## src/rtl/ysyx_22040750_csr_pkg.sv

```systemverilog
// Shared constants for the machine-mode CSR unit: addresses, mstatus fields,
// interrupt codes and reset values.
package ysyx_22040750_csr_pkg;

  localparam logic [11:0] CSR_SATP     = 12'h180;
  localparam logic [11:0] CSR_MSTATUS  = 12'h300;
  localparam logic [11:0] CSR_MIE      = 12'h304;
  localparam logic [11:0] CSR_MTVEC    = 12'h305;
  localparam logic [11:0] CSR_MSCRATCH = 12'h340;
  localparam logic [11:0] CSR_MEPC     = 12'h341;
  localparam logic [11:0] CSR_MCAUSE   = 12'h342;
  localparam logic [11:0] CSR_MIP      = 12'h344;
  localparam logic [11:0] CSR_MCYCLE   = 12'hB00;
  localparam logic [11:0] CSR_MINSTRET = 12'hB02;

  localparam int MSTATUS_MIE    = 3;
  localparam int MSTATUS_MPIE   = 7;
  localparam int MSTATUS_MPP_LO = 11;
  localparam int MSTATUS_MPP_HI = 12;

  localparam int IRQ_MSI = 3;
  localparam int IRQ_MTI = 7;
  localparam int IRQ_MEI = 11;

  localparam logic [63:0] MSTATUS_RST_64 = 64'h0000_000A_0000_1800;
  localparam logic [31:0] MSTATUS_RST_32 = 32'h0000_1800;

  typedef enum logic [1:0] {
    ACT_NONE,
    ACT_WRITE,
    ACT_MRET,
    ACT_TRAP
  } csr_act_e;

  // Fixed priority among pending-and-enabled sources: external, software, timer.
  function automatic logic [3:0] irq_code(input logic mei, input logic msi, input logic mti);
    logic [3:0] code;
    code = 4'd0;
    if (mei)      code = 4'(IRQ_MEI);
    else if (msi) code = 4'(IRQ_MSI);
    else if (mti) code = 4'(IRQ_MTI);
    return code;
  endfunction

endpackage

```

## src/rtl/ysyx_22040750_csr_if.sv

```systemverilog
// Commit-side bus of the CSR unit: strobes, interrupt levels, read port and
// trap/return targets.
interface ysyx_22040750_csr_if #(
  parameter int XLEN = 64,
  parameter int PC_W = 32
);
  logic            I_msip;
  logic            I_mtip;
  logic            I_meip;
  logic            I_valid;
  logic            I_retire;
  logic            I_csr_wen;
  logic [11:0]     I_wr_addr;
  logic [11:0]     I_rd_addr;
  logic [XLEN-1:0] I_wr_data;
  logic            I_trap_wr;
  logic [XLEN-1:0] I_trap_cause;
  logic [PC_W-1:0] I_trap_pc;
  logic            I_mret_wr;
  logic [XLEN-1:0] O_rd_data;
  logic            O_rd_illegal;
  logic            O_intr;
  logic [XLEN-1:0] O_intr_cause;
  logic [XLEN-1:0] O_trap_vec;
  logic [XLEN-1:0] O_mepc;

  modport slave (
    input  I_msip, I_mtip, I_meip, I_valid, I_retire, I_csr_wen,
           I_wr_addr, I_rd_addr, I_wr_data, I_trap_wr, I_trap_cause,
           I_trap_pc, I_mret_wr,
    output O_rd_data, O_rd_illegal, O_intr, O_intr_cause, O_trap_vec, O_mepc
  );

  modport master (
    output I_msip, I_mtip, I_meip, I_valid, I_retire, I_csr_wen,
           I_wr_addr, I_rd_addr, I_wr_data, I_trap_wr, I_trap_cause,
           I_trap_pc, I_mret_wr,
    input  O_rd_data, O_rd_illegal, O_intr, O_intr_cause, O_trap_vec, O_mepc
  );
endinterface

```

## src/rtl/ysyx_22040750_csr_counter.sv

```systemverilog
// Free-running wrap-around counter with a load port; a load wins over the
// increment in the same cycle.
module ysyx_22040750_csr_counter #(
  parameter int XLEN = 64
) (
  input  logic            I_sys_clk,
  input  logic            I_rst,
  input  logic            I_inc,
  input  logic            I_load,
  input  logic [XLEN-1:0] I_load_val,
  output logic [XLEN-1:0] O_cnt
);

  logic [XLEN-1:0] cnt_q;
  logic [XLEN-1:0] cnt_d;

  always_comb begin
    cnt_d = cnt_q;
    if (I_load)     cnt_d = I_load_val;
    else if (I_inc) cnt_d = cnt_q + XLEN'(1);
  end

  always_ff @(posedge I_sys_clk) begin
    if (I_rst) cnt_q <= '0;
    else       cnt_q <= cnt_d;
  end

  assign O_cnt = cnt_q;

endmodule

```

## src/rtl/ysyx_22040750_csr_unit.sv

```systemverilog
// Machine-mode CSR file: trap entry/return, interrupt arbitration, vectored
// trap target and the cycle/instret counters.
module ysyx_22040750_csr_unit
  import ysyx_22040750_csr_pkg::*;
#(
  parameter int XLEN   = 64,
  parameter int PC_W   = 32,
  parameter int VEC_EN = 1,
  parameter int CNT_EN = 1
) (
  input  logic                      I_sys_clk,
  input  logic                      I_rst,
  ysyx_22040750_csr_if.slave        csr_bus
);

  localparam logic [XLEN-1:0] MSTATUS_RST =
    (XLEN == 64) ? XLEN'(MSTATUS_RST_64) : XLEN'(MSTATUS_RST_32);

  logic [XLEN-1:0] satp_q, satp_d;
  logic [XLEN-1:0] mstatus_q, mstatus_d;
  logic [XLEN-1:0] mie_q, mie_d;
  logic [XLEN-1:0] mtvec_q, mtvec_d;
  logic [XLEN-1:0] mscratch_q, mscratch_d;
  logic [XLEN-1:0] mepc_q, mepc_d;
  logic [XLEN-1:0] mcause_q, mcause_d;
  logic [XLEN-1:0] mip_q, mip_d;
  logic [XLEN-1:0] mcycle, minstret;

  csr_act_e act;
  logic     mcycle_ld, minstret_ld, retire_en;

  // Only one of trap / mret / write takes effect in a cycle.
  always_comb begin
    act = ACT_NONE;
    if (csr_bus.I_valid) begin
      if (csr_bus.I_trap_wr)      act = ACT_TRAP;
      else if (csr_bus.I_mret_wr) act = ACT_MRET;
      else if (csr_bus.I_csr_wen) act = ACT_WRITE;
    end
  end

  assign mcycle_ld   = (act == ACT_WRITE) && (csr_bus.I_wr_addr == CSR_MCYCLE);
  assign minstret_ld = (act == ACT_WRITE) && (csr_bus.I_wr_addr == CSR_MINSTRET);
  assign retire_en   = csr_bus.I_valid & csr_bus.I_retire;

  always_comb begin
    satp_d     = satp_q;
    mstatus_d  = mstatus_q;
    mie_d      = mie_q;
    mtvec_d    = mtvec_q;
    mscratch_d = mscratch_q;
    mepc_d     = mepc_q;
    mcause_d   = mcause_q;
    mip_d          = '0;
    mip_d[IRQ_MSI] = csr_bus.I_msip;
    mip_d[IRQ_MTI] = csr_bus.I_mtip;
    mip_d[IRQ_MEI] = csr_bus.I_meip;
    unique case (act)
      ACT_TRAP: begin
        mepc_d       = XLEN'(csr_bus.I_trap_pc);
        mepc_d[1:0]  = 2'b00;
        mcause_d     = csr_bus.I_trap_cause;
        mstatus_d[MSTATUS_MPIE] = mstatus_q[MSTATUS_MIE];
        mstatus_d[MSTATUS_MIE]  = 1'b0;
        mstatus_d[MSTATUS_MPP_HI:MSTATUS_MPP_LO] = 2'b11;
      end
      ACT_MRET: begin
        mstatus_d[MSTATUS_MIE]  = mstatus_q[MSTATUS_MPIE];
        mstatus_d[MSTATUS_MPIE] = 1'b1;
        mstatus_d[MSTATUS_MPP_HI:MSTATUS_MPP_LO] = 2'b11;
      end
      ACT_WRITE: begin
        unique case (csr_bus.I_wr_addr)
          CSR_SATP:     satp_d = csr_bus.I_wr_data;
          CSR_MSTATUS: begin
            mstatus_d = csr_bus.I_wr_data;
            mstatus_d[MSTATUS_MPP_HI:MSTATUS_MPP_LO] = 2'b11;
          end
          CSR_MIE:      mie_d = csr_bus.I_wr_data;
          CSR_MTVEC: begin
            mtvec_d    = csr_bus.I_wr_data;
            mtvec_d[1] = 1'b0;
            if (VEC_EN == 0) mtvec_d[0] = 1'b0;
          end
          CSR_MSCRATCH: mscratch_d = csr_bus.I_wr_data;
          CSR_MEPC:     mepc_d     = csr_bus.I_wr_data;
          CSR_MCAUSE:   mcause_d   = csr_bus.I_wr_data;
          default: ;
        endcase
      end
      default: ;
    endcase
  end

  always_ff @(posedge I_sys_clk) begin
    if (I_rst) begin
      satp_q     <= '0;
      mstatus_q  <= MSTATUS_RST;
      mie_q      <= '0;
      mtvec_q    <= '0;
      mscratch_q <= '0;
      mepc_q     <= '0;
      mcause_q   <= '0;
      mip_q      <= '0;
    end else begin
      satp_q     <= satp_d;
      mstatus_q  <= mstatus_d;
      mie_q      <= mie_d;
      mtvec_q    <= mtvec_d;
      mscratch_q <= mscratch_d;
      mepc_q     <= mepc_d;
      mcause_q   <= mcause_d;
      mip_q      <= mip_d;
    end
  end

  if (CNT_EN != 0) begin : g_cnt
    ysyx_22040750_csr_counter #(.XLEN(XLEN)) u_mcycle (
      .I_sys_clk  (I_sys_clk),
      .I_rst      (I_rst),
      .I_inc      (1'b1),
      .I_load     (mcycle_ld),
      .I_load_val (csr_bus.I_wr_data),
      .O_cnt      (mcycle)
    );
    ysyx_22040750_csr_counter #(.XLEN(XLEN)) u_minstret (
      .I_sys_clk  (I_sys_clk),
      .I_rst      (I_rst),
      .I_inc      (retire_en),
      .I_load     (minstret_ld),
      .I_load_val (csr_bus.I_wr_data),
      .O_cnt      (minstret)
    );
  end else begin : g_no_cnt
    assign mcycle   = '0;
    assign minstret = '0;
  end

  always_comb begin
    csr_bus.O_rd_data    = '0;
    csr_bus.O_rd_illegal = 1'b0;
    unique case (csr_bus.I_rd_addr)
      CSR_SATP:     csr_bus.O_rd_data = satp_q;
      CSR_MSTATUS:  csr_bus.O_rd_data = mstatus_q;
      CSR_MIE:      csr_bus.O_rd_data = mie_q;
      CSR_MTVEC:    csr_bus.O_rd_data = mtvec_q;
      CSR_MSCRATCH: csr_bus.O_rd_data = mscratch_q;
      CSR_MEPC:     csr_bus.O_rd_data = mepc_q;
      CSR_MCAUSE:   csr_bus.O_rd_data = mcause_q;
      CSR_MIP:      csr_bus.O_rd_data = mip_q;
      CSR_MCYCLE:   csr_bus.O_rd_data = mcycle;
      CSR_MINSTRET: csr_bus.O_rd_data = minstret;
      default:      csr_bus.O_rd_illegal = 1'b1;
    endcase
  end

  logic [XLEN-1:0] pend;
  logic [3:0]      intr_code;
  logic [XLEN-1:0] trap_base;

  assign pend      = mip_q & mie_q;
  assign intr_code = irq_code(pend[IRQ_MEI], pend[IRQ_MSI], pend[IRQ_MTI]);

  always_comb begin
    csr_bus.O_intr       = mstatus_q[MSTATUS_MIE] &
                           (pend[IRQ_MEI] | pend[IRQ_MSI] | pend[IRQ_MTI]);
    csr_bus.O_intr_cause = '0;
    if (csr_bus.O_intr) begin
      csr_bus.O_intr_cause[XLEN-1] = 1'b1;
      csr_bus.O_intr_cause[3:0]    = intr_code;
    end
  end

  // Vectored mode applies only to interrupts; exceptions go to the base.
  always_comb begin
    trap_base          = {mtvec_q[XLEN-1:2], 2'b00};
    csr_bus.O_trap_vec = trap_base;
    if (mtvec_q[0] && csr_bus.I_trap_cause[XLEN-1])
      csr_bus.O_trap_vec = trap_base + {csr_bus.I_trap_cause[XLEN-3:0], 2'b00};
  end

  assign csr_bus.O_mepc = mepc_q;

endmodule
```

## src/flat_wrapper.sv

```systemverilog
// flat-port wrapper written by rule: the top's interface ports become plain ports
module ysyx_22040750_csr_unit_flat import ysyx_22040750_csr_pkg::*;
#(
  parameter int XLEN   = 64,
  parameter int PC_W   = 32,
  parameter int VEC_EN = 1,
  parameter int CNT_EN = 1
)
  (I_sys_clk, I_rst, csr_bus_I_msip, csr_bus_I_mtip, csr_bus_I_meip, csr_bus_I_valid, csr_bus_I_retire, csr_bus_I_csr_wen, csr_bus_I_wr_addr, csr_bus_I_rd_addr, csr_bus_I_wr_data, csr_bus_I_trap_wr, csr_bus_I_trap_cause, csr_bus_I_trap_pc, csr_bus_I_mret_wr, csr_bus_O_rd_data, csr_bus_O_rd_illegal, csr_bus_O_intr, csr_bus_O_intr_cause, csr_bus_O_trap_vec, csr_bus_O_mepc);
  ysyx_22040750_csr_if #(.XLEN(XLEN), .PC_W(PC_W)) csr_bus_i ();
  input  logic I_sys_clk;
  input  logic I_rst;
  input wire logic [$bits(csr_bus_i.I_msip)-1:0] csr_bus_I_msip;
  input wire logic [$bits(csr_bus_i.I_mtip)-1:0] csr_bus_I_mtip;
  input wire logic [$bits(csr_bus_i.I_meip)-1:0] csr_bus_I_meip;
  input wire logic [$bits(csr_bus_i.I_valid)-1:0] csr_bus_I_valid;
  input wire logic [$bits(csr_bus_i.I_retire)-1:0] csr_bus_I_retire;
  input wire logic [$bits(csr_bus_i.I_csr_wen)-1:0] csr_bus_I_csr_wen;
  input wire logic [$bits(csr_bus_i.I_wr_addr)-1:0] csr_bus_I_wr_addr;
  input wire logic [$bits(csr_bus_i.I_rd_addr)-1:0] csr_bus_I_rd_addr;
  input wire logic [$bits(csr_bus_i.I_wr_data)-1:0] csr_bus_I_wr_data;
  input wire logic [$bits(csr_bus_i.I_trap_wr)-1:0] csr_bus_I_trap_wr;
  input wire logic [$bits(csr_bus_i.I_trap_cause)-1:0] csr_bus_I_trap_cause;
  input wire logic [$bits(csr_bus_i.I_trap_pc)-1:0] csr_bus_I_trap_pc;
  input wire logic [$bits(csr_bus_i.I_mret_wr)-1:0] csr_bus_I_mret_wr;
  output wire logic [$bits(csr_bus_i.O_rd_data)-1:0] csr_bus_O_rd_data;
  output wire logic [$bits(csr_bus_i.O_rd_illegal)-1:0] csr_bus_O_rd_illegal;
  output wire logic [$bits(csr_bus_i.O_intr)-1:0] csr_bus_O_intr;
  output wire logic [$bits(csr_bus_i.O_intr_cause)-1:0] csr_bus_O_intr_cause;
  output wire logic [$bits(csr_bus_i.O_trap_vec)-1:0] csr_bus_O_trap_vec;
  output wire logic [$bits(csr_bus_i.O_mepc)-1:0] csr_bus_O_mepc;
  assign csr_bus_i.I_msip = csr_bus_I_msip;
  assign csr_bus_i.I_mtip = csr_bus_I_mtip;
  assign csr_bus_i.I_meip = csr_bus_I_meip;
  assign csr_bus_i.I_valid = csr_bus_I_valid;
  assign csr_bus_i.I_retire = csr_bus_I_retire;
  assign csr_bus_i.I_csr_wen = csr_bus_I_csr_wen;
  assign csr_bus_i.I_wr_addr = csr_bus_I_wr_addr;
  assign csr_bus_i.I_rd_addr = csr_bus_I_rd_addr;
  assign csr_bus_i.I_wr_data = csr_bus_I_wr_data;
  assign csr_bus_i.I_trap_wr = csr_bus_I_trap_wr;
  assign csr_bus_i.I_trap_cause = csr_bus_I_trap_cause;
  assign csr_bus_i.I_trap_pc = csr_bus_I_trap_pc;
  assign csr_bus_i.I_mret_wr = csr_bus_I_mret_wr;
  assign csr_bus_O_rd_data = csr_bus_i.O_rd_data;
  assign csr_bus_O_rd_illegal = csr_bus_i.O_rd_illegal;
  assign csr_bus_O_intr = csr_bus_i.O_intr;
  assign csr_bus_O_intr_cause = csr_bus_i.O_intr_cause;
  assign csr_bus_O_trap_vec = csr_bus_i.O_trap_vec;
  assign csr_bus_O_mepc = csr_bus_i.O_mepc;
  ysyx_22040750_csr_unit #(.XLEN(XLEN), .PC_W(PC_W), .VEC_EN(VEC_EN), .CNT_EN(CNT_EN)) u_core (.I_sys_clk(I_sys_clk), .I_rst(I_rst), .csr_bus(csr_bus_i));
endmodule
```

## config.mk

```make
export PLATFORM = sky130hd
export DESIGN_NAME = ysyx_22040750_csr_unit_flat
export DESIGN_NICKNAME = d
export VERILOG_FILES = /design/src/rtl/ysyx_22040750_csr_pkg.sv /design/src/rtl/ysyx_22040750_csr_if.sv /design/src/rtl/ysyx_22040750_csr_counter.sv /design/src/rtl/ysyx_22040750_csr_unit.sv /design/src/flat_wrapper.sv
export SDC_FILE = /design/constraint.sdc
export NUM_CORES = 2
export LEC_CHECK = 0
export ABC_AREA = 0
export CAP_MARGIN = 5
export CORE_UTILIZATION = 40
export DETAILED_ROUTE_END_ITERATION = 6
export HOLD_SLACK_MARGIN = 0.15
export PLACE_DENSITY = 0.67
export RECOVER_POWER = 50
export SLEW_MARGIN = 20
export SYNTH_ARGS = -nofsm -noshare
export SYNTH_HDL_FRONTEND = slang
export SYNTH_SLANG_ARGS = --single-unit
```

## constraint.sdc

```tcl
create_clock -name I_sys_clk -period 4.2 [get_ports I_sys_clk]
set_clock_uncertainty 0.2 [all_clocks]
set_input_delay 0.84 -clock I_sys_clk [delete_from_list [all_inputs] [get_ports I_sys_clk]]
set_output_delay 0.84 -clock I_sys_clk [all_outputs]
set_load 0.005 [all_outputs]
```

==> reports/metrics.cfg <==
[run_status]
status=finished, violations left
violations=DRC, capacitance limit, slew limit, setup timing

[global_route]
grt_antenna_before_repair=2
gr-usage-all-layers_pct=32.42
grt_max_degree=98
grt_pass1_wl_mm=195.0
gr-total-overflow=0
grt_pass1_vias=31593

[clock_tree]
clk_pin_slew_ns=0.05
cts_root_buf=clkbuf_16
cts_buffer_depth=3
clkLatencyLatePin_ns=0.61
numCtsBuffers=66
clock_sink_count=577
cts_htree_levels=3
cts_tree=done

[timing]
hold_viol=0
worst_pin_slew_ns=2.499
slew_headroom_pct=-66.62
rsz0062_at_grt=true
period_minus_slack_ns=5.134
post-route-period-util_pct=122.2
finalMaxSlewViolations=203
fin_ws_ns=-0.9344
fmax_mhz=194.8
setup_viol=94

[hold_path]
hp-class=reg2reg
min_from=u_core.mstatus_q[18]$_SDFFE_PP0P_

[yosys]
synth_cells=3975
synth_cell_type_count=77
synth_top_family_by_area=compound AO/OA/AOI/OAI gates
synthMuxAreaShare_pct=3.157
ys.warnings.count=0
synth_compound_area_share_pct=24.33
synth_xor_area_share_pct=4.956
syn-cell-area_um2=30750
synth_edf_count=0
async_flop_share_pct=0
ys.flop_type=dfxtp_1
avgSynthCellArea_um2=7.736
seq_area_frac_synth_pct=37.56
ys_ff_latch=577
synthSimpleGateAreaFrac_pct=20.79
synth_fa_ha_area_share_pct=2.791

[detailed_routing]
routed_wl_mm=132.1
viasPerCell=5.837
wl_per_cell_um=22.91
ant_nets=0
drc_errors=7
first_pass_iters=7
vias=33665
first_iter_violations=4100

[power]
ir_drop_mv=0.2021
power.density_nw_per_um2=289.3
fin_total_pwr_mw=12.67
leakage_nw=16.98

[floorplanning]
floorplan.initialDensity_pct=40.49
die_x_um=279.3
io_pins=452
dieArea_um2=77990
die_y_um=279.3
coreArea_um2=75950
fp-row-count=101

[final_layout]
area_growth_pct=42.42
layoutNonFillerInstCount=5768
final_common_cell=nand2_1
stdcell_area_um2=43800
final_cell_mix=nand2_1, dfxtp_1, buf_4, a21oi_1, nor2_1
drive_gt1_share_pct=22.91
fin_nets=4952
nFillCells=6645

[worst_setup_path]
cp_max_fo=3
critical_path.top_delay_family=compound AO/OA/AOI/OAI gates
worst-setup-path-type=in2out
cp_common_cell=buf_6
worstPathArrival_ns=4.09
cp-end-kind=output port
r2r-start=u_core.g_cnt.u_mcycle.O_cnt[10]$_SDFF_PP0_
crit_start=csr_bus_I_trap_cause[0]
startpoint_type=input port
cp.required_ns=3.16
slowest_stage=fa_2
worst-path-buf-inv=6
cp_cell_sequence=buf_6 -> ha_4 -> fa_2 -> a21o_1 -> a221oi_2 -> buf_4 -> o221ai_4 -> buf_6 -> a21boi_4 -> o311ai_4 -> a31o_4 -> a31oi_4 -> o31ai_4 -> buf_4 -> buf_6 -> a311o_1 -> nand3_1 -> buf_2
critPathMaxStageDelay_ns=0.38

[placement]
gp_congestion=0.9694
dp_slack_ns=-2.049
dp_hpwl_mm=85.39
numPortBuffers=388
placed_area_um2=38800
dp.cells=5524

[run]
maxCapViolCount=3

-- final cells by class --
type,count,area [um2],area share (%)
Timing Repair Buffer,1001,9450,21.58
Clock inverter,8,120.1,0.2742
Tap cell,1030,1289,2.942
Sequential cell,577,11550,26.38
Antenna cell,2,5.005,0.01143
Inverter,38,142.6,0.3257
Multi-Input combinational cell,3006,19080,43.55
Clock buffer,106,2161,4.934
-- power breakdown --
group          leakage (nW)  total, mW  internal (mW)  switching [mW]
registers              4.66       5.57           5.53          0.0428
clock network          1.12       6.09           3.69            2.40
logic                  11.2       1.01          0.431           0.576
-- logic make-up (layout without fill, tap and decap cells) --
family / Yosys count / in the layout
other: 1 / 63
multiplexers: 97 / 97
XOR/XNOR: 174 / 174
AO/OA/AOI/OAI: 1102 / 1102
buffers and inverters: 452 / 1153
AND/OR/NAND/NOR: 1504 / 1504
flip-flops: 577 / 577
adder cells (fa/ha/maj): 68 / 68
-- metrics by stage --
stage | hold WS [ns] | setup TNS, ns | utilization (%)
floorplan | 0.2316 | -0.5591 | -
global placement | 0.2375 | -117.44 | 51.09
detailed placement | 0.2441 | -116.89 | 51.09
CTS | 0.2505 | -29.65 | 57.18
global route | 0.2700 | -44.57 | 57.67
finish | 0.2496 | -32.28 | 57.67
-- cell usage after synthesis (all sizes together) (6+ instances only) --
cell type,instances,area [um2]
a221oi,65,575.6
a22oi,107,803.3
and2,11,68.82
buf,82,574.3
xnor2,99,867.1
and4,11,97.59
a222oi,62,620.6
nor4,12,96.34
o21bai,11,82.58
a21oi,388,1942
xor2,75,656.9
mux2i,97,970.9
a21o,40,301.5
o21ai,94,470.5
or3,7,43.79
nand2,816,3065
and3,30,187.7
o21a,11,82.58
nor2,364,1374
nand2b,9,56.30
ha,67,838.3
nor2b,13,81.33
nand4,47,315.3
a22o,63,551.8
o211ai,6,45.04
a211oi,213,1599
inv,38,142.6
clkbuf,332,1254
a31oi,8,65.06
dfxtp,577,11550
nand3,124,620.6
o31ai,7,66.31
nor3,37,200.2
-- routing by layer --
metal / GRT usage (%) / routed length (um)
met5: 0 / 0
met4: 14.44 / 5888
met3: 5.882 / 13430
met2: 51.26 / 59390
met1: 42.91 / 53410
-- registers in the layout, summed over array words and instances, names as in the netlist --
signal / count
u_core.csr_bus.O_mepc: 64
u_core.g_cnt.u_mcycle.O_cnt: 64
u_core.g_cnt.u_minstret.O_cnt: 64
u_core.mcause_q: 64
u_core.mie_q: 64
u_core.mip_q: 3
u_core.mscratch_q: 64
u_core.mstatus_q: 63
u_core.mtvec_q: 63
u_core.satp_q: 64
-- what timing repair did --
action,in CTS,in global routing
buffers inserted,92,45
pin swaps,182,99
hold buffers,0,0
endpoints found under the setup margin,122,117
gates resized for setup,847,121
cloned,19,3
-- final timing paths --
kind	endpoint	slack [ns]	cells after the start
setup / recovery	csr_bus_O_trap_vec[58]	-0.93	18
hold / removal	u_core.mstatus_q[18]$_SDFFE_PP0P_	0.25	2
setup reg to reg	u_core.g_cnt.u_mcycle.O_cnt[55]$_SDFF_PP0_	0.73	10
hold reg to reg	u_core.mstatus_q[18]$_SDFFE_PP0P_	0.25	2
-- worst min-delay path, cell delays in order, from the launching register on --
cell and delay, ns:
dfxtp_1 0.30, nand2_1 0.05, a21oi_1 0.05
No activity file was read; power rests on OpenSTA's default activity.
